File: src/rtl/uart_pkg.sv
// Shared UART definitions: TX state encoding and TX mux select codes,
// used by the TX FSM, the TX output mux and the RX path.
package uart_pkg;

   typedef enum logic [2:0] {
      ST_IDLE,
      ST_START,
      ST_DATA,
      ST_PARITY,
      ST_STOP
   } tx_state_e;

   localparam logic [1:0] MUX_START = 2'b00;
   localparam logic [1:0] MUX_DATA  = 2'b01;
   localparam logic [1:0] MUX_PAR   = 2'b10;
   localparam logic [1:0] MUX_STOP  = 2'b11;

endpackage

File: src/rtl/uart_tx_fsm_if.sv
// Payload handshake and mux-control bundle between the byte source, the TX FSM and the TX mux.
interface uart_tx_fsm_if #(
   parameter int DATA_WIDTH = 8
);
   logic [DATA_WIDTH-1:0] P_DATA;
   logic                  Data_Valid;
   logic                  PAR_EN;
   logic                  PAR_TYP;
   logic [1:0]            mux_sel;
   logic                  ser_data;
   logic                  par_bit;
   logic                  busy;

   modport master (
      output P_DATA, Data_Valid, PAR_EN, PAR_TYP,
      input  mux_sel, ser_data, par_bit, busy
   );

   modport slave (
      input  P_DATA, Data_Valid, PAR_EN, PAR_TYP,
      output mux_sel, ser_data, par_bit, busy
   );
endinterface

File: src/rtl/uart_tx_serializer.sv
// LSB-first shift register plus a shared phase counter; done_o flags the last
// cycle of the counted phase (DATA_WIDTH data bits, or STOP_LAST+1 stop cycles).
module uart_tx_serializer #(
   parameter int DATA_WIDTH = 8,
   parameter int STOP_LAST  = 0
) (
   input  logic                  CLK,
   input  logic                  RST,
   input  logic                  load_i,
   input  logic [DATA_WIDTH-1:0] data_i,
   input  logic                  shift_en_i,
   input  logic                  cnt_en_i,
   input  logic                  stop_i,
   output logic                  ser_o,
   output logic                  done_o
);
   localparam int CW = (DATA_WIDTH > 1) ? $clog2(DATA_WIDTH) : 1;
   localparam logic [CW-1:0] DATA_LAST = CW'(DATA_WIDTH - 1);
   localparam logic [CW-1:0] STOP_LST  = CW'(STOP_LAST);

   logic [DATA_WIDTH-1:0] sr_q, sr_d;
   logic [CW-1:0]         cnt_q, cnt_d;

   assign ser_o  = sr_q[0];
   assign done_o = (cnt_q == (stop_i ? STOP_LST : DATA_LAST));

   // Counter wraps to zero on done so the next phase starts from a clean count.
   always_comb begin
      sr_d  = sr_q;
      cnt_d = cnt_q;
      if (load_i) begin
         sr_d  = data_i;
         cnt_d = '0;
      end else begin
         if (shift_en_i)
            sr_d = {1'b0, sr_q[DATA_WIDTH-1:1]};
         if (shift_en_i || cnt_en_i)
            cnt_d = done_o ? '0 : cnt_q + 1'b1;
      end
   end

   always_ff @(posedge CLK or negedge RST) begin
      if (!RST) begin
         sr_q  <= '0;
         cnt_q <= '0;
      end else begin
         sr_q  <= sr_d;
         cnt_q <= cnt_d;
      end
   end
endmodule

File: src/rtl/uart_tx_fsm.sv
// UART TX frame sequencer: start, DATA_WIDTH data bits LSB-first, optional parity, stop.
// Define UART_TX_TWO_STOP_EN to emit two stop cycles instead of one.
module uart_tx_fsm
   import uart_pkg::*;
#(
   parameter int DATA_WIDTH = 8
) (
   input  logic           CLK,
   input  logic           RST,
   uart_tx_fsm_if.slave   tx
);
`ifdef UART_TX_TWO_STOP_EN
   localparam int STOP_LAST = 1;
`else
   localparam int STOP_LAST = 0;
`endif

   tx_state_e state_q, state_d;
   logic      par_q, par_d;
   logic      par_en_q, par_en_d;
   logic      load, shift_en, cnt_en, ser_done;

   uart_tx_serializer #(
      .DATA_WIDTH (DATA_WIDTH),
      .STOP_LAST  (STOP_LAST)
   ) u_ser (
      .CLK        (CLK),
      .RST        (RST),
      .load_i     (load),
      .data_i     (tx.P_DATA),
      .shift_en_i (shift_en),
      .cnt_en_i   (cnt_en),
      .stop_i     (state_q == ST_STOP),
      .ser_o      (tx.ser_data),
      .done_o     (ser_done)
   );

   always_comb begin
      state_d  = state_q;
      par_d    = par_q;
      par_en_d = par_en_q;
      load     = 1'b0;
      shift_en = 1'b0;
      cnt_en   = 1'b0;
      case (state_q)
         ST_IDLE: begin
            if (tx.Data_Valid) begin
               load     = 1'b1;
               par_d    = (^tx.P_DATA) ^ tx.PAR_TYP;
               par_en_d = tx.PAR_EN;
               state_d  = ST_START;
            end
         end
         ST_START:  state_d = ST_DATA;
         ST_DATA: begin
            shift_en = 1'b1;
            if (ser_done)
               state_d = par_en_q ? ST_PARITY : ST_STOP;
         end
         ST_PARITY: state_d = ST_STOP;
         ST_STOP: begin
            cnt_en = 1'b1;
            if (ser_done)
               state_d = ST_IDLE;
         end
         default:   state_d = ST_IDLE;
      endcase
   end

   always_ff @(posedge CLK or negedge RST) begin
      if (!RST) begin
         state_q  <= ST_IDLE;
         par_q    <= 1'b0;
         par_en_q <= 1'b0;
      end else begin
         state_q  <= state_d;
         par_q    <= par_d;
         par_en_q <= par_en_d;
      end
   end

   // Moore decode: select and busy depend on registered state only.
   always_comb begin
      case (state_q)
         ST_START:  tx.mux_sel = MUX_START;
         ST_DATA:   tx.mux_sel = MUX_DATA;
         ST_PARITY: tx.mux_sel = MUX_PAR;
         default:   tx.mux_sel = MUX_STOP;
      endcase
   end

   assign tx.busy    = (state_q != ST_IDLE);
   assign tx.par_bit = par_q;
endmodule

File: src/flat_wrapper.sv
// flat-port wrapper written by rule: the top's interface ports become plain ports
module uart_tx_fsm_flat import uart_pkg::*;
#(
   parameter int DATA_WIDTH = 8
)
  (CLK, RST, tx_P_DATA, tx_Data_Valid, tx_PAR_EN, tx_PAR_TYP, tx_mux_sel, tx_ser_data, tx_par_bit, tx_busy);
  uart_tx_fsm_if #(.DATA_WIDTH(DATA_WIDTH)) tx_i ();
  input  logic CLK;
  input  logic RST;
  input wire logic [$bits(tx_i.P_DATA)-1:0] tx_P_DATA;
  input wire logic [$bits(tx_i.Data_Valid)-1:0] tx_Data_Valid;
  input wire logic [$bits(tx_i.PAR_EN)-1:0] tx_PAR_EN;
  input wire logic [$bits(tx_i.PAR_TYP)-1:0] tx_PAR_TYP;
  output wire logic [$bits(tx_i.mux_sel)-1:0] tx_mux_sel;
  output wire logic [$bits(tx_i.ser_data)-1:0] tx_ser_data;
  output wire logic [$bits(tx_i.par_bit)-1:0] tx_par_bit;
  output wire logic [$bits(tx_i.busy)-1:0] tx_busy;
  assign tx_i.P_DATA = tx_P_DATA;
  assign tx_i.Data_Valid = tx_Data_Valid;
  assign tx_i.PAR_EN = tx_PAR_EN;
  assign tx_i.PAR_TYP = tx_PAR_TYP;
  assign tx_mux_sel = tx_i.mux_sel;
  assign tx_ser_data = tx_i.ser_data;
  assign tx_par_bit = tx_i.par_bit;
  assign tx_busy = tx_i.busy;
  uart_tx_fsm #(.DATA_WIDTH(DATA_WIDTH)) u_core (.CLK(CLK), .RST(RST), .tx(tx_i));
endmodule
File: config.mk
export PLATFORM = sky130hd
export DESIGN_NAME = uart_tx_fsm_flat
export DESIGN_NICKNAME = d
export VERILOG_FILES = /design/src/rtl/uart_pkg.sv /design/src/rtl/uart_tx_fsm_if.sv /design/src/rtl/uart_tx_serializer.sv /design/src/rtl/uart_tx_fsm.sv /design/src/flat_wrapper.sv
export SDC_FILE = /design/constraint.sdc
export NUM_CORES = 1
export LEC_CHECK = 0
export BUFFER_PORTS_ARGS = -buffer_cell sky130_fd_sc_hd__buf_2
export CAP_MARGIN = 20
export CORE_MARGIN = 2
export CORE_UTILIZATION = 53
export CTS_CLUSTER_SIZE = 25
export DETAILED_ROUTE_END_ITERATION = 12
export GPL_TIMING_DRIVEN = 1
export PLACE_DENSITY = 0.82
export SYNTH_ARGS = -nofsm -noshare
export SYNTH_HDL_FRONTEND = slang
export SYNTH_SLANG_ARGS = --single-unit
File: constraint.sdc
create_clock -name CLK -period 1.9 [get_ports CLK]
set_input_delay 0 -clock CLK [delete_from_list [all_inputs] [get_ports CLK]]
set_output_delay 0 -clock CLK [all_outputs]
set_load 0.005 [all_outputs]
======== Word level (Yosys, flattened, before mapping) ========
Cells that the tools add are included.
W data, S select, Z words.
cells by class
  add/sub/neg operators ................... 1
  multipliers ............................. 0
  divide/modulo/power cells ............... 0
  magnitude comparators ................... 0
  equality and inequality tests ........... 8
  shifts and indexed selects .............. 0
  muxes and demuxes ....................... 16
  bitwise operators ....................... 1
  reductions and logical operators ........ 8
operator list
  kind                   count
  $mux W3                8
  $mux W8                2
  $pmux W3 S5            1
  $reduce_xor A8 Y1      1
  $eq A3 B2 Y1 const B   2
  $pmux W2 S3            1
  $mux W1                4
  $ne A2 B2 Y1 const B   2
  $reduce_bool A2 Y1     2
  $add A3 B1 Y3 const B  1
  $eq A3 B1 Y1 const B   1
  $eq A3 B3 Y1           1
  $eq A3 B3 Y1 const B   1
  $logic_not A3 Y1       1
  $reduce_and A3 Y1      1
  $reduce_bool A3 Y1     1
  $ne A2 B1 Y1 const B   1
  $reduce_and A2 Y1      1
  $logic_or A1 B1 Y1     1
  $xor A1 B1 Y1          1
storage, ports and cells
  bits in registers ....................... 16
  latch bits .............................. 0
  memory bits (writable) .................. 0
  bits in read-only memories .............. 0
  input bits .............................. 13
  output and inout bits ................... 5
  word-level logic and storage cells ...... 39
  memories ................................ 0

======== Depth between registers and ports, before layout ========
Gate-level depths: netlist of run 1.
  word-level depth ........................ 6
  gate-level depth with buffers ........... 6

======== Cells and area by module ========
A second synthesis of run 1 with hierarchy kept.
unflattened totals
  cell total of the unflattened synthesis .. 91
  area, all modules ....................... 930.9 µm²
modules (own cells, without submodules)
  module              instances  cells each  area an instance (µm²)  seq. area each (µm²)
  uart_tx_serializer  1          56          565.5                   275.3
  uart_tx_fsm         1          35          365.4                   125.1

======== Worst setup path after synthesis of run 1 ========
No wires, ideal clock.
  kind .................................... reg2reg
  start point ............................. register u_core.state_q[1]
  end point ............................... register u_core.par_q, in the netlist u_core.tx.par_bit
  library setup time ...................... 0.127 ns
  data arrival time ....................... 1.435 ns
  data required time ...................... 1.773 ns
  slack ................................... 0.338 ns
  stages on the path, launching flop included .. 6
  buffers on the path ..................... 2
  period minus slack after synthesis ...... 1.562 ns
  path through ............................ dfrtp_1 -> buf_6 -> or3_4 -> nor2_4 -> buf_6 -> mux2_1
on the way
  longest elaborated chain between the ends .. 2
ends and longest elaborated chain
  element                      line               source
  from (decl)                  uart_tx_fsm.sv:18  tx_state_e state_q, state_d;
  from (signal assigned)       uart_tx_fsm.sv:76  state_q <= state_d;
  $logic_not A3 Y1             uart_tx_fsm.sv:45  case (state_q)
  $reduce_and A2 Y1 (no line)  n/a
  to (signal assigned)         uart_tx_fsm.sv:77  par_q <= par_d;
  to (decl)                    uart_tx_fsm.sv:19  logic par_q, par_d;
No other way between the ends.
A chain may end at the register's enable or synchronous reset.

======== Worst setup path after layout of run 1 ========
  start point ............................. register u_core.state_q[0]
  end point ............................... register u_core.par_q, in the netlist u_core.tx.par_bit
Same word-level chain as after synthesis.

==> flow_summary.yaml, run 1 <==
setup_path:
  timing.critical_path.cells: "or3_4 > nor2_4 > mux2_1"
  data_required_time_of_the_worst_path_ps: 2070
  timing_worst_setup_path_type: "reg -> reg"
  cp_num_buf_inv: 0
  slowest_stage: "dfrtp_1"
  timing.critical_path.max_delay_family: "simple AND/OR/NAND/NOR gates"
  crit_fanout: 11
  end_kind: "flip-flop"
  setup_crit_start_kind: "flip-flop"
  cp_slowest_stage_delay_ps: 510
  r2r_slack_ps: 300
  worst_ep_arrival_time_ps: 1770
yosys:
  register_bit_total_from_synthesis: 16
  synthesized_net_count: 104
  postSynthAreaPerCell_um2: 10.6
  synth_most_common_cell: "dfrtp_1"
  mappedNetlistArea_um2: 958
  yosys_warnings: 0
  synth_top_flop_cell: "dfrtp_1"
  gate_count_after_technology_mapping: 90
  post_synth_main_area_contributors: "dfrtp_1, mux2i_1, xnor2_1"
  synth-seq-area-share: 0.418
  asyncSetResetFlopFracSynth: 1.00
  synth.distinct_cells: 35
  synth_top_area_share: 0.418
  number_of_synthesized_flops_with_an_enable_pin: 0
  synth_top_cell_by_area: "dfrtp_1"
  ys_top_cells_by_count: "dfrtp_1, nand2_1, o21ai_0"
sta:
  min_period_over_period: 0.840
  rsz_0062_raised_after_global_routing: "false"
  report.final.hold_viol_count: 0
  f_max_mhz: 626
  timing.slew.headroom: 0.760
  worst_slew_pin_slew_ps: 361
  fin_tns_setup_ps: 0
  final.setup_skew_ps: 5.79
  timing_max_transition_violations_final: 0
  final_setup_vio_count: 0
  post-route-min-period_ps: 1600
cts:
  cts.sinks: 16
  cts_htree_levels: 1
  cts_clock_pin_slew_for_the_worst_setup_and_hold_paths_ps: 90
  cts_buffers: 3
  root_buffer: "clkbuf_4"
  tritoncts_clock_tree: "done"
  cts_resized: 0
  cts_setup_buffers: 0
  clock_tree.buffer_depth: 2
  insertion_delay_ps: 290
floorplanning:
  fp.dieArea_um2: 2160
  coreArea_um2: 1710
  floorplan.io_pins: 18
  floorplan.die.height_um: 46.5
  die_width_um: 46.5
  std_cell_rows: 15
  floorplan.initialDensity: 0.561
placement:
  dp_hpwl_um: 1270
  gp_routability_congestion: 0.760
  placement.io_buffers: 17
  dpl.cell_count: 128
layout:
  design.final.nets: 132
  antenna_cells_inserted: 0
  area_added_between_synthesis_and_finish_pct: 20.5
  filler_cells: 141
  final-instance-count-excl-fill: 141
  post_route_cells_drive_above_1_share: 0.250
  multi_input_area_um2: 493
  register_area_um2: 400
pwr:
  seqPwrFrac: 0.388
  power.switching_mw: 0.679
  power_switching_share: 0.390
  p_int_mw: 1.06
  fin_total_pwr_mw: 1.74
  power.density_nw_per_um2: 1510
  peakVddDrop_v: 0.000717
  leakagePower_nw: 0.518
  power.combinational.fraction: 0.507
  share_clk_of_total_power: 0.105
drt:
  residual_drc: 0
  routed_via_count_divided_by_cell_count: 4.96
  dr_total_vias: 699
  drt_iter0_drc: 6
  drt_total_wl_um: 1830
  post_drt_wl_per_cell_um: 13.0
  ant_nets: 0
  drt-pass1-iter-count: 4
global_routing:
  grt_max_degree: 17
  number_of_antenna_violations_at_the_first_check_in_global_routing: 0
  first_global_vias: 670
  grt_first_pass_wirelength_um: 3110
  grt_overflow: 0
  global_route.usage.total: 0.210
flow_run:
  maxCapViolCount: 0
hold_path:
  hold_class: "in -> reg"
outcome:
  outcome: "complete, no violations"
==> what timing repair did <==
item | 4_1_cts | 5_1_grt
endpoints found under the hold margin | 25 | 0
setup endpoints to repair | 0 | 0
hold buffers | 10 | 0
==> worst reg2reg max path, stage by stage (launching register included) <==
cell     delay (ps)
dfrtp_1         510
or3_4           430
nor2_4          200
mux2_1          350
==> metal layers <==
metal / track usage / part of all wire / up-vias / wire length [µm]
met1: 0.287 / 0.46 / 329 / 839
met4: 0.0686 / 0.0082 / 0 / 15
met2: 0.336 / 0.51 / 10 / 924
li1: - / - / 358 / -
met3: 0.0353 / 0.026 / 2 / 47
met5: 0 / 0 / - / 0
==> placed cells by master (no fill, tap or decap), drive strengths merged, types with 2 or more instances in the layout <==
cell type,n
a21oi,4
a221o,2
buf,19
clkbuf,3
dfrtp,16
dlygate4sd3,10
inv,2
mux2i,7
nand2,10
nand2b,3
nor2,3
nor3b,4
o21ai,8
or2b,2
or3,3
xnor2,6
==> sequential cells by signal (all words and copies together), names as in the netlist <==
name / count
u_core.par_en_q: 1
u_core.state_q: 3
u_core.tx.par_bit: 1
u_core.u_ser.cnt_q: 3
u_core.u_ser.sr_q: 8
==> through the flow <==
stage	util	hold slack [ps]	cell area, µm²	setup slack [ps]
finish	0.676	122	1150	303
global placement	0.604	-76.1	1030	352
global route	0.676	145	1150	134
floorplan	-	-296	958	338
detailed placement	0.604	-69.2	1030	300
CTS	0.676	123	1150	291
==> worst paths after layout <==
path                                                  startpoint                                 to  cells past startpoint
min in group asynchronous                                    RST   u_core.u_ser.sr_q[4]$_DFFE_PN0P_                      2
worst max-delay path               u_core.state_q[0]$_DFFE_PN0P_      u_core.tx.par_bit$_DFFE_PN0P_                      3
worst min register to register  u_core.u_ser.sr_q[1]$_DFFE_PN0P_   u_core.u_ser.sr_q[0]$_DFFE_PN0P_                      1
worst max register to register     u_core.state_q[0]$_DFFE_PN0P_      u_core.tx.par_bit$_DFFE_PN0P_                      3
worst min-delay path                               tx_Data_Valid  u_core.u_ser.cnt_q[0]$_DFFE_PN0P_                      4
max in group asynchronous                                    RST  u_core.u_ser.cnt_q[1]$_DFFE_PN0P_                      2
==> cell families (layout without fill, tap and decap cells) <==
| logic type | Yosys count | in the layout | share of synthesized area |
|---|---|---|---|
| XOR/XNOR | 8 | 8 | 0.0875 |
| buffers and inverters | 8 | 34 | 0.0679 |
| adder cells (fa/ha/maj) | 1 | 1 | 0.0131 |
| AND/OR/NAND/NOR | 31 | 31 | 0.205 |
| AO/OA/AOI/OAI | 18 | 18 | 0.120 |
| multiplexers | 8 | 8 | 0.0888 |
| flip-flops | 16 | 16 | 0.418 |
==> power by group through the flow <==
stage | combinational [mW] | clock (mW) | sequential [mW]
after detailed placement | 0.869 | 0 | 0.679
after global routing | 1.01 | 0.199 | 0.698
after CTS | 0.890 | 0.183 | 0.673
after global placement | 0.835 | 0 | 0.664
after floorplan | 0.815 | 0 | 0.587
final | 0.884 | 0.182 | 0.676
==> cell type report <==
class,instances,share of cell area
clock buffer,3,0.0195
inverter,2,0.00650
multi-input combinational,66,0.427
sequential,16,0.347
tap,25,0.0271
timing repair buffer,29,0.173
No activity file was read; power rests on OpenSTA's default activity.
==> run 2: changes to the inputs <==
==> constraint.sdc (replaced) <==
create_clock -name CLK -period 1.5 [get_ports CLK]
set_input_delay 0 -clock CLK [delete_from_list [all_inputs] [get_ports CLK]]
set_output_delay 0 -clock CLK [all_outputs]
set_load 0.005 [all_outputs]
==> flow_summary.yaml, run 2 (synthesis results as in run 1) <==
outcome:
  outcome: "complete, but fails checks"
  failed_checks: "negative setup slack"
setup_path:
  timing_worst_setup_path_type: "reg -> out"
  r2r_slack_ps: 0
  crit_fanout: 5
  end_kind: "output pin"
  r2r-start: "u_core.state_q[0]$_DFFE_PN0P_"
  rr_endpoint: "u_core.state_q[1]$_DFFE_PN0P_"
  worst_ep_arrival_time_ps: 1510
  data_required_time_of_the_worst_path_ps: 1500
  r2r.worst_path.cells: 5
  setup_crit_start_kind: "flip-flop"
layout:
  layout.cells.most_common: "buf_2"
  multi_input_area_um2: 509
  filler_cells: 114
  final-instance-count-excl-fill: 155
  utilization: 0.760
  max_flop_register: "u_core.u_ser.sr_q"
  register_area_um2: 402
  design.final.nets: 145
  largest_registers: "u_core.u_ser.sr_q (8), u_core.state_q (3), u_core.u_ser.cnt_q (3)"
  post_route_cells_drive_above_1_share: 0.354
  antenna_cells_inserted: 0
  layout_common_cells: "buf_2, dfrtp_1, buf_4, nand2_1, dlygate4sd3_1"
  largest_register_ffs: 8
  area_added_between_synthesis_and_finish_pct: 35.5
cts:
  clock_tree.buffer_depth: 2
  insertion_delay_ps: 280
  root_buffer: "clkbuf_4"
  cts_clock_pin_slew_for_the_worst_setup_and_hold_paths_ps: 90
  tritoncts_clock_tree: "done"
  cts.sinks: 16
  cts_buffers: 3
  cts_htree_levels: 1
sta:
  f_max_mhz: 663
  final_setup_vio_count: 2
  worst_slew_pin_slew_ps: 351
  postLayoutSetupSlackWorst_ps: -7.72
  final.setup_skew_ps: 2.89
  post-route-min-period_ps: 1510
  report.final.hold_viol_count: 0
  timing.slew.headroom: 0.766
  min_period_over_period: 1.01
  rsz_0062_raised_after_global_routing: "true"
  timing_max_transition_violations_final: 0
  fin_tns_setup_ps: -10.7
drt:
  drt-pass1-iter-count: 4
  residual_drc: 0
  post_drt_wl_per_cell_um: 12.8
  drt_iter0_drc: 25
  routed_via_count_divided_by_cell_count: 5.10
  drt_total_wl_um: 1990
  ant_nets: 0
  dr_total_vias: 790
pwr:
  leakagePower_nw: 0.598
  power.density_nw_per_um2: 2030
  power.combinational.fraction: 0.595
  fin_total_pwr_mw: 2.63
  power.switching_mw: 0.969
  seqPwrFrac: 0.299
  peakVddDrop_v: 0.00109
  share_clk_of_total_power: 0.106
  p_int_mw: 1.67
  power_switching_share: 0.368
placement:
  dp_hpwl_um: 1370
  placement.io_buffers: 17
  gp_routability_congestion: 0.835
  dpl.cell_count: 136
global_routing:
  grt_first_pass_wirelength_um: 3110
  global_route.usage.total: 0.206
  grt_overflow: 0
  number_of_antenna_violations_at_the_first_check_in_global_routing: 0
  first_global_vias: 746
  grt_max_degree: 17
flow_run:
  maxCapViolCount: 0
floorplanning:
  floorplan.initialDensity: 0.561
  fp.dieArea_um2: 2160
  die_width_um: 46.5
  floorplan.io_pins: 18
  coreArea_um2: 1710
  floorplan.die.height_um: 46.5
  std_cell_rows: 15
hold_path:
  hold_class: "in -> async"
[run 2: changes by cell type in the layout (fill, tap and decap cells not counted), sizes merged]
cell,previous run,this run
buf,19,32
clkbuf,3,4
[run 2: metal layers]
metal,track usage,wire [µm],vias to the layer above
met1,0.264,844,383
met4,0.0400,7,0
met3,0.0667,72,2
met2,0.342,1070,14
li1,-,-,391
met5,0,0,-
[run 2: metrics by stage]
stage	worst slack [ps]	hold slack, ps	area, µm²
floorplan	-61.8	-296	962
global placement	0.185	-70.7	1100
detailed placement	-31.9	-73.2	1100
CTS	-39.0	151	1250
global route	-77.1	152	1300
finish	-7.72	145	1300
[run 2: power groups by stage]
stage               sequential, mW  clock (mW)  combinational (mW)
detailed placement           0.781           0                1.38
CTS                          0.774       0.288                1.44
finish                       0.788       0.280                1.57
floorplan                    0.745           0                1.06
global route                 0.814       0.310                1.71
global placement             0.765           0                1.34
[run 2: what timing repair did]
action	CTS	global route
gates resized for setup	1	7
setup endpoints to repair	2	14
hold buffers	10	0
endpoints found under the hold margin	25	0
setup buffers	2	3
pin swaps	2	4
cloned	0	0
[run 2: worst max path at each step]
stage / from / endpoint / slack, ps / depth (start not counted)
global placement: u_core.state_q[0]$_DFFE_PN0P_ / u_core.state_q[1]$_DFFE_PN0P_ / 0.2 / 5
detailed placement: u_core.state_q[0]$_DFFE_PN0P_ / u_core.state_q[1]$_DFFE_PN0P_ / -30 / 5
floorplan: u_core.state_q[2]$_DFFE_PN0P_ / u_core.tx.par_bit$_DFFE_PN0P_ / -60 / 5
global route: u_core.state_q[0]$_DFFE_PN0P_ / tx_mux_sel[1] / -80 / 5
CTS: u_core.state_q[0]$_DFFE_PN0P_ / u_core.state_q[1]$_DFFE_PN0P_ / -40 / 5
finish: u_core.state_q[0]$_DFFE_PN0P_ / tx_mux_sel[1] / -8 / 5
[run 2: worst max-delay path, cell delays in order, from the launching register on]
cell and delay, ps:
dfrtp_1 400, buf_6 140, buf_6 110, or2b_1 240
a21o_1 200, buf_2 130
[run 2: cell type report]
type                            instances  area share
Clock buffer                            4      0.0279
Inverter                                2     0.00578
Multi-Input combinational cell         66       0.392
Sequential cell                        16       0.309
Tap cell                               25      0.0241
Timing Repair Buffer                   42       0.241
==> run 3: changes to the inputs <==
--- a/config.mk
+++ b/config.mk
@@ -8,11 +8,11 @@
 export BUFFER_PORTS_ARGS = -buffer_cell sky130_fd_sc_hd__buf_2
 export CAP_MARGIN = 20
 export CORE_MARGIN = 2
-export CORE_UTILIZATION = 53
+export CORE_UTILIZATION = 57
 export CTS_CLUSTER_SIZE = 25
 export DETAILED_ROUTE_END_ITERATION = 12
 export GPL_TIMING_DRIVEN = 1
-export PLACE_DENSITY = 0.82
+export PLACE_DENSITY = 0.87
 export SYNTH_ARGS = -nofsm -noshare
 export SYNTH_HDL_FRONTEND = slang
 export SYNTH_SLANG_ARGS = --single-unit
==> constraint.sdc (replaced) <==
create_clock -name CLK -period 1.9 [get_ports CLK]
set_input_delay 0 -clock CLK [delete_from_list [all_inputs] [get_ports CLK]]
set_output_delay 0 -clock CLK [all_outputs]
set_load 0.005 [all_outputs]
==> flow_summary.yaml, run 3 (synthesis results as in run 1) <==
layout:
  layout.cells.most_common: "buf_2"
  max_flop_register: "u_core.u_ser.sr_q"
  design.final.nets: 132
  post_route_cells_drive_above_1_share: 0.250
  layout_common_cells: "buf_2, dfrtp_1, nand2_1, dlygate4sd3_1, o21ai_0"
  largest_registers: "u_core.u_ser.sr_q (8), u_core.state_q (3), u_core.u_ser.cnt_q (3)"
  area_added_between_synthesis_and_finish_pct: 19.3
  final_area_um2: 1140
  largest_register_ffs: 8
  antenna_cells_inserted: 0
hold_path:
  hold_class: "in -> async"
sta:
  min_period_over_period: 0.840
  final_setup_vio_count: 0
  final.setup_skew_ps: 6.61
  f_max_mhz: 627
  timing_max_transition_violations_final: 0
  timing.slew.headroom: 0.759
  fin_tns_setup_ps: 0
  hold-worst-slack_ps: 148
  worst_slew_pin_slew_ps: 361
  rsz_0062_raised_after_global_routing: "false"
  post-route-min-period_ps: 1600
  report.final.hold_viol_count: 0
floorplanning:
  std_cell_rows: 14
  fp.dieArea_um2: 2030
  die_width_um: 45.0
  coreArea_um2: 1540
  floorplan.io_pins: 18
  floorplan.initialDensity: 0.622
  floorplan.die.height_um: 45.0
setup_path:
  slowest_stage: "dfrtp_1"
  worst_ep_arrival_time_ps: 1770
  end_kind: "flip-flop"
  crit_fanout: 5
  setup_crit_start_kind: "flip-flop"
  timing.critical_path.cells: "or3_1 > mux2i_2 > a21oi_1 > o21ba_2"
  cp_slowest_stage_delay_ps: 430
  timing_worst_setup_path_type: "reg -> reg"
  data_required_time_of_the_worst_path_ps: 2070
cts:
  cts_resized: 0
  clock_tree.buffer_depth: 2
  hold_buffers: 10
  cts.sinks: 16
  tritoncts_clock_tree: "done"
  cts_setup_buffers: 0
  cts_htree_levels: 1
  cts_clock_pin_slew_for_the_worst_setup_and_hold_paths_ps: 90
  insertion_delay_ps: 280
  root_buffer: "clkbuf_4"
  cts_buffers: 3
placement:
  gp_routability_congestion: 0.790
  dp_hpwl_um: 1330
  placement.io_buffers: 17
  post_dp_cell_area_um2: 1020
pwr:
  peakVddDrop_v: 0.000816
  leakagePower_nw: 0.518
  power.density_nw_per_um2: 1510
drt:
  drt-pass1-iter-count: 4
  drt_iter0_drc: 14
  routed_via_count_divided_by_cell_count: 5.51
  post_drt_wl_per_cell_um: 14.3
  ant_nets: 0
  dr_total_vias: 727
  residual_drc: 0
  drt_total_wl_um: 1880
global_routing:
  grt_overflow: 0
  number_of_antenna_violations_at_the_first_check_in_global_routing: 0
  first_global_vias: 694
  global_route.usage.total: 0.217
  grt_max_degree: 17
  grt_first_pass_wirelength_um: 3030
flow_run:
  maxCapViolCount: 0
outcome:
  outcome: "complete, no violations"
[run 3: changes by cell type in the layout (fill, tap and decap cells not counted), sizes merged]
cell | previous run | this run
clkbuf | 4 | 3
buf | 32 | 19
[run 3: metrics by stage]
stage / std cells / total power [mW] / utilization / setup WS (ps)
after floorplan: 90 / 1.40 / - / 338
after global placement: 119 / 1.50 / 0.662 / 356
after detailed placement: 119 / 1.55 / 0.662 / 331
after CTS: 132 / 1.73 / 0.742 / 314
after global routing: 132 / 1.87 / 0.742 / 188
final: 132 / 1.73 / 0.742 / 305
[run 3: per-layer routing]
metal / vias to the layer above / GRT usage / part of all wire
li1: 366 / - / -
met1: 341 / 0.262 / 0.44
met2: 18 / 0.369 / 0.51
met3: 2 / 0.0560 / 0.035
met4: 0 / 0.0882 / 0.0080
met5: - / 0 / 0
[run 3: final timing paths]
path	depth (start not counted)	end	startpoint	slack, ps
hold / removal	2	u_core.u_ser.sr_q[7]$_DFFE_PN0P_	RST	150
max in group asynchronous	2	u_core.u_ser.sr_q[5]$_DFFE_PN0P_	RST	1480
min in group CLK	5	u_core.u_ser.sr_q[2]$_DFFE_PN0P_	tx_Data_Valid	150
setup / recovery	4	u_core.state_q[1]$_DFFE_PN0P_	u_core.u_ser.cnt_q[2]$_DFFE_PN0P_	300
setup reg to reg	4	u_core.state_q[1]$_DFFE_PN0P_	u_core.u_ser.cnt_q[2]$_DFFE_PN0P_	300
hold reg to reg	1	u_core.tx.par_bit$_DFFE_PN0P_	u_core.tx.par_bit$_DFFE_PN0P_	510
[run 3: critical path: cells and delay by family (launching register included)]
family	cells	cell delay, ps
AO/OA/AOI/OAI	2	350
flip-flops	1	430
multiplexers	1	290
AND/OR/NAND/NOR	1	430
[run 3: power by group]
| group | internal (mW) | switching (mW) | total, mW |
|---|---|---|---|
| Clock | 0.0734 | 0.0990 | 0.172 |
| Sequential | 0.506 | 0.165 | 0.671 |
| Combinational | 0.484 | 0.405 | 0.889 |
| Total | 1.06 | 0.669 | 1.73 |
[run 3: layout make-up]
| cell class | count | area (µm²) |
|---|---|---|
| timing repair buffer | 29 | 200 |
| sequential | 16 | 400 |
| fill | 122 | 398 |
| multi-input combinational | 66 | 493 |
| inverter | 2 | 7.51 |
| clock buffer | 3 | 22.5 |
| tap | 16 | 20.0 |
